File: config.mk
export PLATFORM = sky130hd
export DESIGN_NAME = bcd_serial_add_ctrl
export DESIGN_NICKNAME = d
export VERILOG_FILES = /design/src/rtl/bcd_serial_add_ctrl.sv
export SDC_FILE = /design/constraint.sdc
export NUM_CORES = 1
export LEC_CHECK = 0
export ABC_AREA = 1
export BUFFER_PORTS_ARGS = -buffer_cell sky130_fd_sc_hd__buf_2
export CAP_MARGIN = 20
export CORE_MARGIN = 4
export CORE_UTILIZATION = 45
export CTS_BUF_LIST = sky130_fd_sc_hd__clkbuf_8
export DETAILED_ROUTE_END_ITERATION = 6
export HOLD_SLACK_MARGIN = 0.15
export PLACE_DENSITY = 0.71
export SLEW_MARGIN = 5
export SYNTH_ARGS = -nofsm -noshare
export SYNTH_HDL_FRONTEND = slang
export SYNTH_SLANG_ARGS = --single-unit
File: constraint.sdc
create_clock -name clk -period 7.19 [get_ports clk]
set_clock_uncertainty 0.2 [all_clocks]
set_input_delay 0 -clock clk [delete_from_list [all_inputs] [get_ports clk]]
set_output_delay 0 -clock clk [all_outputs]
set_load 0.1 [all_outputs]
File: src/rtl/bcd_serial_add_ctrl.sv
// Digit-serial BCD adder: one shared single-digit add step per clock, LSB digit first.
// Operands are latched on acceptance; sum/cout/err update only when the last digit completes.
module bcd_serial_add_ctrl #(
  parameter int DIGITS = 4
) (
  input  logic                  clk,
  input  logic                  rst,
  input  logic                  start,
  input  logic [4*DIGITS-1:0]   a,
  input  logic [4*DIGITS-1:0]   b,
  input  logic                  cin,
  output logic                  busy,
  output logic                  done,
  output logic [4*DIGITS-1:0]   sum,
  output logic                  cout,
  output logic                  err
);

  localparam int W  = 4 * DIGITS;
  localparam int CW = (DIGITS > 1) ? $clog2(DIGITS) : 1;
  localparam logic [CW-1:0] LAST = CW'(DIGITS - 1);

  typedef enum logic [1:0] {IDLE, RUN, DONE} state_t;

  state_t          state, state_nx;
  logic [W-1:0]    a_r, b_r, res_r, res_nx;
  logic            carry_r, err_r;
  logic [CW-1:0]   cnt;

  logic [4:0]      s;
  logic [3:0]      dig;
  logic            cy, dig_err;

  // Operands shift right each step, so the digit being worked on always sits in [3:0]
  always_comb begin
    s       = {1'b0, a_r[3:0]} + {1'b0, b_r[3:0]} + {4'b0, carry_r};
    dig     = s[3:0];
    cy      = 1'b0;
    if (s > 5'd9) begin
      dig = s[3:0] + 4'd6;
      cy  = 1'b1;
    end
    dig_err = (a_r[3:0] > 4'd9) || (b_r[3:0] > 4'd9);
    res_nx  = (res_r >> 4) | (W'(dig) << (W - 4));
  end

  always_ff @(posedge clk or posedge rst) begin
    if (rst) state <= IDLE;
    else     state <= state_nx;
  end

  always_comb begin
    state_nx = state;
    busy     = 1'b0;
    done     = 1'b0;
    case (state)
      IDLE: if (start) state_nx = RUN;
      RUN: begin
        busy = 1'b1;
        if (cnt == LAST) state_nx = DONE;
      end
      DONE: begin
        done     = 1'b1;
        state_nx = IDLE;
      end
      default: state_nx = IDLE;
    endcase
  end

  // Result digits enter at the top of res_r; after DIGITS steps digit 0 lands in [3:0]
  always_ff @(posedge clk or posedge rst) begin
    if (rst) begin
      a_r     <= '0;
      b_r     <= '0;
      res_r   <= '0;
      carry_r <= 1'b0;
      err_r   <= 1'b0;
      cnt     <= '0;
      sum     <= '0;
      cout    <= 1'b0;
      err     <= 1'b0;
    end else if (state == IDLE && start) begin
      a_r     <= a;
      b_r     <= b;
      carry_r <= cin;
      res_r   <= '0;
      err_r   <= 1'b0;
      cnt     <= '0;
    end else if (state == RUN) begin
      a_r     <= a_r >> 4;
      b_r     <= b_r >> 4;
      carry_r <= cy;
      res_r   <= res_nx;
      err_r   <= err_r | dig_err;
      cnt     <= cnt + CW'(1);
      if (cnt == LAST) begin
        sum  <= res_nx;
        cout <= cy;
        err  <= err_r | dig_err;
      end
    end
  end

endmodule
---- Word level (Yosys, flattened, before mapping) ----
Index checks and enable logic that the tools add are counted.
cells by class
  multipliers ............................. 0
  shifts and indexed selects .............. 0
  $add $sub $neg .......................... 4
  equality and inequality tests ........... 5
  multiplexer cells ....................... 19
  bitwise operators ....................... 3
  divide/modulo/power cells ............... 0
  order comparisons ....................... 3
  reduce and logical (&&, ||, !) cells .... 6
operators with widths
  kind                                                                              number
  16-bit two-way mux                                                                6
  12-bit by 16-bit bitwise OR with 16-bit output                                    1
  4-bit greater-than comparator (second input constant)                             2
  2-bit two-way mux                                                                 4
  1-bit two-way mux                                                                 7
  4-bit by 4-bit adder with 5-bit output                                            1
  5-bit by 1-bit adder with 5-bit output                                            1
  5-bit by 4-bit greater-than comparator with 1-bit output (second input constant)  1
  4-bit by 3-bit adder with 4-bit output (second input constant)                    1
  2-bit == test (second input constant)                                             2
  4-bit two-way mux                                                                 1
  2-bit inequality test (second input constant)                                     2
  2-bit case mux with 2 select lines                                                1
  3-bit AND reduction                                                               1
  2-bit by 1-bit adder with 2-bit output (second input constant)                    1
  2-bit by 1-bit == test with 1-bit output (second input constant)                  1
  2-bit logical NOT                                                                 1
  2-bit AND reduction                                                               1
  2-bit nonzero test                                                                1
  1-bit logical AND                                                                 1
  1-bit logical OR                                                                  1
  1-bit NOT                                                                         1
  1-bit bitwise OR                                                                  1
word-level totals
  bits in registers ....................... 72
  memories ................................ 0
  logic and storage cells ................. 50
  bits in latches ......................... 0
  ROM bits ................................ 0
  bits of input ports ..................... 36
  bits in writable memories ............... 0
  output and inout port bits .............. 20

---- Depth between registers and ports, before layout ----
Gate-level depths: netlist of run 1.
  depth in word-level cells ............... 7
  mapped depth ............................ 15
  mapped depth without buffers ............ 15

---- Worst setup path before layout of run 1 ----
No wires, ideal clock.
  path kind ............................... register to register
  from .................................... register a_r[0]
  to ...................................... register res_r[13]
  required time ........................... 6.868 ns
  cell stages (with the launch flop) ...... 14
  library setup time ...................... 0.122 ns
  setup slack ............................. 4.697 ns
  buffers on the path ..................... 0
  period minus slack after synthesis ...... 2.493 ns
  data arrival time ....................... 2.171 ns
  path through ............................ dfrtp_1 fa_1 fa_1 nand2_1 nand2_1 ha_1 inv_1 nor2_1 a21oi_2 nand2_2 nand2_2 nand2_1 nand3_1 o21ai_1
between the ends
  word-level cells in the longest chain between the ends .. 7
  elaborated cells on any way between the ends .. 8
  those cells by class .................... 3 x add/sub; 1 x order compare; 3 x mux; 1 x bitwise
ends and longest elaborated chain
  element                                                                                                                    line    text
  start: declaration                                                                                                         26      logic [W-1:0] a_r, b_r, res_r, res_nx;
  start signal: assignment                                                                                                   90      a_r <= a_r >> 4;
  4-bit by 4-bit adder with 5-bit output *                                                                                   36      s = {1'b0, a_r[3:0]} + {1'b0, b_r[3:0]} + {4'b0, carry_r};
  5-bit by 1-bit adder with 5-bit output *                                                                                   36
  4-bit by 3-bit adder with 4-bit output / 5-bit by 4-bit greater-than comparator with 1-bit output (equally long branches)  40, 39
  4-bit two-way mux *                                                                                                        39      if (s > 5'd9) begin
  12-bit by 16-bit bitwise OR with 16-bit output *                                                                           44      res_nx = (res_r >> 4) | (W'(dig) << (W - 4));
  16-bit two-way mux *                                                                                                       89      end else if (state == RUN) begin
  16-bit two-way mux *                                                                                                       82      end else if (state == IDLE && start) begin
  end signal: assignment                                                                                                     93      res_r <= res_nx;
  end: declaration                                                                                                           26
Every way passes the cells marked *; elsewhere a longest branch is shown, timed or not. The select of a mux whose other input is x is not followed.
A chain may end at the register's enable or synchronous reset.

---- Final worst setup path of run 1 ----
Ends and elaborated chain as after synthesis.

==> out/qor.txt, run 1 <==
Endpoints failing setup = 0
Worst R2R Setup Slack = 4.48 ns
Critical R2R Capture = res_r[13]
Yosys warns = 0
H-tree depth = 3
I/O Pins = 56
Post-CTS Setup Bufs = 0
XOR/XNOR share of the synthesized area = 0
Total track usage = 0.173
Largest net degree at the start of global routing = 69
Die outline height = 92.0 um
First-pass GRT wire length = 11700 um
Die ar. = 8470 um2
DR WL/cell = 13.4 um
Clock buffer depth = 2
Worst Tran Pin Value = 1.00 ns
Clock transition at path regs = 0.08 ns
Hold path cells = 4
Initial antenna violation count = 0
Share of cells above drive strength 1 = 0.273
Startpoint types = flip-flop
Slew Limit Fails = 0
Antenna-violating nets left = 0
Met1 usage = 0.228
Avg Cell Area, Syn = 10.1 um2
Hold buffer count at CTS = 43
Core area = 6830 um2
Crit path capture type = flip-flop
Worst min path class = in2reg
Critical path arrival = 2.70 ns
TritonRoute pass-1 iters = 4
Mapped Cells = 316
Worst Hold End = b_r[4]
Commonest non-fill, non-tap cell in the layout = nand2_1
Met3 Use GR = 0.0345
# diodes = 0
Nets = 456
Syn nets = 359
Root Buffer = clkbuf_8
Max Freq = 369 MHz
1st-iter DRT viols = 83
Period Utilization, post-route = 0.377
Min Tclk post-route = 2.71 ns
R2r worst-path depth = 13
Commonest cells after routing, fill and taps aside = nand2_1, dfrtp_1, buf_2
Crit-path max FO = 5
WL final = 6890 um
Met2 GRT Util = 0.283
# clock sinks = 68
Status = complete, no violations
Unrepaired setup endpoints after global routing = false
TritonCTS Buffers = 9
Final hold vios = 0
Compound-cell area share of the yosys netlist = 0.196
Drc violations = 0
Cell Rows = 30
Synth cell types = 26
Hpwl dp = 4090 um
Worst rel slew slack = 0.332
Vias in the first global route = 2522
Post-Synth Simple-Gate Area = 0.141
Worst flop-to-flop path startpoint = a_r[0]
Initial Util = 0.465
Buffers on Ports = 55
Min-delay src = b[4]
Via Count = 2485
CTS resizes = 0
Max-Cap Viols = 0
Sequential-to-total area share from yosys stat = 0.535
CTS tree = built
Die width = 92.0 um
DR vias/cell = 4.83
Register bit total from synthesis = 68
Post-Syn Area = 3180 um2
Largest family of logic cells by synthesized area = compound AO/OA/AOI/OAI gates
GRT Residual Overflow = 0
Area grow syn2layout = 30.5%
Setup CP Type = reg2reg
Worst endpoint required time = 7.18 ns
TNS Setup = 0 ns
Placer Congestion = 0.788
Post-Synth Adder-Cell Area = 0.0323
Layout Utilization = 0.607
Post-synthesis mux area share = 0
Most Crowded Layer GR = met2
Latest clock arrival within the worst-skew pair = 0.34 ns
worst max-delay path: stages (launching register included):
cell and delay, ns:
dfrtp_1 0.40, fa_1 0.48, fa_1 0.41, nand2_1 0.10, nand2_1 0.11, ha_1 0.23, inv_1 0.07, nor2_1 0.05
a21oi_2 0.11, nand2_2 0.09, nand2_2 0.10, nand2_1 0.08, nand3_1 0.07, o21ai_1 0.06
sequential cells by signal, summed over array words and instances, names as in the netlist, 2 cells and up:
register	cells
sum	16
state	2
a_r	16
b_r	16
res_r	12
cnt	2
per-stage QoR:
| stage | instances | instance area [um2] | hold slack, ns | setup slack (ns) |
|---|---|---|---|---|
| 2_1_floorplan | 316 | 3180 | -0.0734 | 4.70 |
| 3_3_place_gp | 455 | 3490 | 0.0140 | 4.59 |
| 3_5_place_dp | 455 | 3490 | 0.0142 | 4.51 |
| 4_1_cts | 514 | 4150 | 0.188 | 4.49 |
| 5_1_grt | 514 | 4150 | 0.220 | 4.30 |
| 6_report | 514 | 4150 | 0.200 | 4.48 |
cell usage after synthesis, drive strengths merged:
cell / instances / share of area
ha: 5 / 0.020
nor2: 6 / 0.012
buf: 12 / 0.026
o22ai: 9 / 0.035
a22o: 1 / 0.0028
o211ai: 2 / 0.0047
o21ai: 27 / 0.043
clkbuf: 1 / 0.0012
o221ai: 22 / 0.10
inv: 56 / 0.067
dfrtp: 68 / 0.54
nor3: 1 / 0.0016
nand2: 84 / 0.10
nand3: 15 / 0.024
fa: 2 / 0.013
a21oi: 5 / 0.0091
layout make-up:
cell class,instances,area (um2)
sequential,68,1700
inverter,56,213
clock inverter,7,98.8
multi-input combinational,179,1180
tap,96,120
fill,611,2690
timing repair buffer,99,713
clock buffer,9,124
worst max path at each step:
stage | from | end | slack (ns) | cells past startpoint
after global placement | a_r[0] | res_r[13] | 4.59 | 13
after global routing | a_r[0] | res_r[13] | 4.30 | 13
after floorplan | a_r[0] | res_r[13] | 4.70 | 13
after CTS | a_r[0] | res_r[13] | 4.49 | 13
after detailed placement | a_r[0] | res_r[13] | 4.51 | 13
final | a_r[0] | res_r[13] | 4.48 | 13
cell families after synthesis:
logic type,Yosys count
fa+ha+maj,7
flops,68
compound gates,66
simple gates,106
buf+inv,69
per-layer routing:
layer  vias to the layer above  wire [um]
li1                       1232          -
met1                      1186       3050
met2                        61       3480
met3                         6        291
met4                         0         60
met5                         -          0
Power of run 1 is not shown: default switching activity piles up to over one toggle a cycle in this logic, so the estimate is an artifact.
==> run 2: changes to the inputs <==
Settings changed: ABC_AREA 1 to 0, PLACE_DENSITY 0.71 to 0.74.
Clock period 7.19 ns to 2.3 ns, I/O delays scaled along.
==> run 2 against run 1 <==
  * The flow now finishes with violations (negative setup slack)
  * Non-clock buffer count is 29 higher
  * Critical path depth is 5 lower
  * Maximum frequency is 1.1% lower
  * Flip-flop and latch count stayed put
  * Cell area is 5.2% higher
  * Core utilization is 7.2 points higher
  * Area after synthesis is 5.2% lower
  * Hold slack better by 0.0079 ns
  * Die area is 4.7% lower
  * Via count is 7.5% higher
  * Count of clock-buffer cells in the layout stayed put
  * Critical endpoint is now sum[13]
==> out/qor.txt, run 2 <==
Initial antenna violation count = 0 (unchanged)
PD cells = 1720 nW/um2
Share of cells above drive strength 1 = 0.289 (+0.0160)
Critical Path Most Common Cell = fa_2
Buffers on Ports = 55 (unchanged)
Register bit total from synthesis = 68 (unchanged)
Critical path arrival = 2.82 ns (+0.12 ns)
Post-Syn Area = 3010 um2 (-5.2%)
Cell Rows = 29 (-3.3%)
I/O Pins = 56 (unchanged)
Critical Path Source = a_r[0]
# diodes = 0 (unchanged)
Crit path capture type = flip-flop
Commonest non-fill, non-tap cell in the layout = nand2_1
Yosys warns = 0 (unchanged)
Antenna-violating nets left = 0 (unchanged)
Final worst slack = -0.441 ns (-4.92 ns)
Worst endpoint required time = 2.38 ns (-4.80 ns)
DR WL/cell = 15.3 um (+14%)
Avg Cell Area, Syn = 10.0 um2 (-0.47%)
Worst flop-to-flop path startpoint = a_r[0]
TritonCTS Buffers = 9 (unchanged)
# clock sinks = 68 (unchanged)
Vias in the first global route = 2829 (+12%)
Largest area contributor in the netlist = dfrtp_1
Drc violations = 0 (unchanged)
Slew Limit Fails = 0 (unchanged)
Crit-path max FO = 4 (-1)
GRT Residual Overflow = 0 (unchanged)
CTS tree = built
Min Tclk post-route = 2.74 ns (+0.0313 ns)
Area share of the largest cell type after synthesis = 0.565 (+0.0294)
Endpoints failing setup = 8 (+8)
Critical R2R Capture = sum[13]
Area grow syn2layout = 44.7%
TNS Setup = -2.79 ns (-2.79 ns)
Largest net degree at the start of global routing = 69 (unchanged)
1st-iter DRT viols = 118 (+42%)
Peak VDD IR = 0.697 mV
Worst min path class = in2reg
Most frequent cell after synthesis = nand2_1
Crit path to = sum[13]
Core area = 6420 um2 (-6.0%)
Die width = 89.8 um (-2.4%)
Final hold vios = 0 (unchanged)
Worst rel slew slack = 0.677 (+0.345)
Placed Cells incl. Taps = 434 (-4.6%)
Placer Congestion = 0.821 (+4.2%)
Root Buffer = clkbuf_8
Post-synth top cells = nand2_1, dfrtp_1, o21ai_0
Sequential-to-total area share from yosys stat = 0.565 (+0.0294)
Post-synth EDFFs = 0 (unchanged)
TritonRoute pass-1 iters = 4 (unchanged)
Latest clock arrival within the worst-skew pair = 0.35 ns (about the same)
Initial Util = 0.469 (+0.00392)
Largest regs = a_r (16), b_r (16), sum (16)
Startpoint types = flip-flop
Syn nets = 344 (-4.2%)
Die ar. = 8070 um2 (-4.7%)
Clock transition at path regs = 0.07 ns (about the same)
Max stage delay on crit path = 0.60 ns (+0.12 ns)
Slowest-stage cell, CP = fa_2
Mapped Cells = 301 (-4.7%)
Layout Utilization = 0.679 (+0.0720)
Prevailing post-synth register cell = dfrtp_1
Max-Cap Viols = 0 (unchanged)
CP Cell Sequence = fa_2 -> fa_2 -> inv_2 -> ha_4 -> a21o_4 -> buf_6 -> or4_4 -> nand3_2
Total track usage = 0.200 (+0.0271)
H-tree depth = 3 (unchanged)
Async set-or-reset flop fraction in the synthesized netlist = 1.00 (unchanged)
Via Count = 2671 (+7.5%)
Lkg Pwr = 2.13 nW
Worst Tran Pin Value = 0.487 ns (-0.513 ns)
Clock buffer depth = 2 (unchanged)
Max Freq = 365 MHz (-1.1%)
Post-route insts no fill = 503 (-2.1%)
Status = finished with violations
Synth cell types = 33 (+27%)
Unrepaired setup endpoints after global routing = true
Hpwl dp = 4550 um (+11%)
Die outline height = 89.8 um (-2.4%)
Setup CP Type = reg2reg
Worst hold slack = 0.208 ns (+0.00786 ns)
First-pass GRT wire length = 13100 um (+11%)
DR vias/cell = 5.31 (+9.8%)
R2r worst-path depth = 8 (-5)
Period Utilization, post-route = 1.19 (+0.815)
Failing checks = negative setup slack
Nets = 464 (+1.8%)
Top cells by area, synth = dfrtp_1, nand2_1, o21ai_0
WL final = 7710 um (+12%)
Commonest cells after routing, fill and taps aside = nand2_1, dfrtp_1, buf_2
Worst R2R Setup Slack = -0.44 ns (-4.92 ns)
==> run 2: changes by cell type in the layout (fill, tap and decap cells not counted), moves of 8 or more <==
cell      before  now
nand3_1       15    1
o22ai_2        9    0
o221ai_2      21    0
a22o_1         1   13
o21ai_0       17   37
a22oi_1        0   23
nor2b_1        0    8
buf_4          1   24
inv_1         50    2
==> run 2: worst min path at each step <==
stage,startpoint,endpoint,slack [ns],cells after the start
after floorplan,a[15],a_r[15],-0.06,1
after global placement,rst,sum[4],-0.1,3
after detailed placement,rst,sum[4],-0.1,3
after CTS,b[12],b_r[12],0.19,3
after global routing,b[12],b_r[12],0.21,3
final,b[13],b_r[13],0.21,3
==> run 2: worst max-delay path, delay by kind of cell (launching register included) <==
kind / cells / cell delay (ns)
flip-flops: 1 / 0.41
adder cells (fa/ha/maj): 3 / 1.18
buffers and inverters: 2 / 0.17
AO/OA/AOI/OAI: 1 / 0.23
AND/OR/NAND/NOR: 2 / 0.49
==> run 2: area by class of cell <==
cell class	instances	area [um2]
clock buffer	9	124
clock inverter	7	139
fill	484	2060
inverter	5	18.8
multi-input combinational	209	1310
sequential	68	1700
tap	77	96.3
timing repair buffer	128	975
==> run 2: logic make-up (layout without fill, tap and decap cells) <==
logic type	Yosys count	after routing	synth area share
mux	2	2	0.00830
compound gates	97	97	0.207
fa+ha+maj	7	7	0.0341
simple gates	101	101	0.145
flops	68	68	0.565
xor+xnor	2	2	0.00831
buf+inv	24	149	0.0324
==> run 2: per-stage QoR <==
stage               setup WS (ns)  instance area (um2)  power (mW)
floorplan                  -0.336                 3030        4.57
global placement           -0.343                 3500        5.37
detailed placement         -0.451                 3500        5.48
CTS                        -0.402                 4280        7.20
global route               -0.477                 4360        7.97
finish                     -0.441                 4360        7.51
==> run 2: routing by layer <==
layer,share of wire,vias to the layer above,global-route usage
met2,0.54,75,0.354
li1,-,1290,-
met3,0.046,14,0.0626
met1,0.40,1292,0.230
met5,0,-,0
met4,0.018,0,0.0664
==> run 2: timing repair <==
item,4_1_cts,5_1_grt
gates resized for setup,8,13
setup buffers,6,2
setup endpoints to repair,8,11
endpoints found under the hold margin,102,0
hold buffers,45,0
pin swaps,4,6
==> run 2: report_power, final <==
part	switching, mW	leakage (nW)	internal [mW]
registers	0.316	0.886	1.68
clock network	0.462	0.133	0.828
logic	2.55	1.11	1.68
total	3.33	2.13	4.18
No activity file was read; power rests on OpenSTA's default activity.
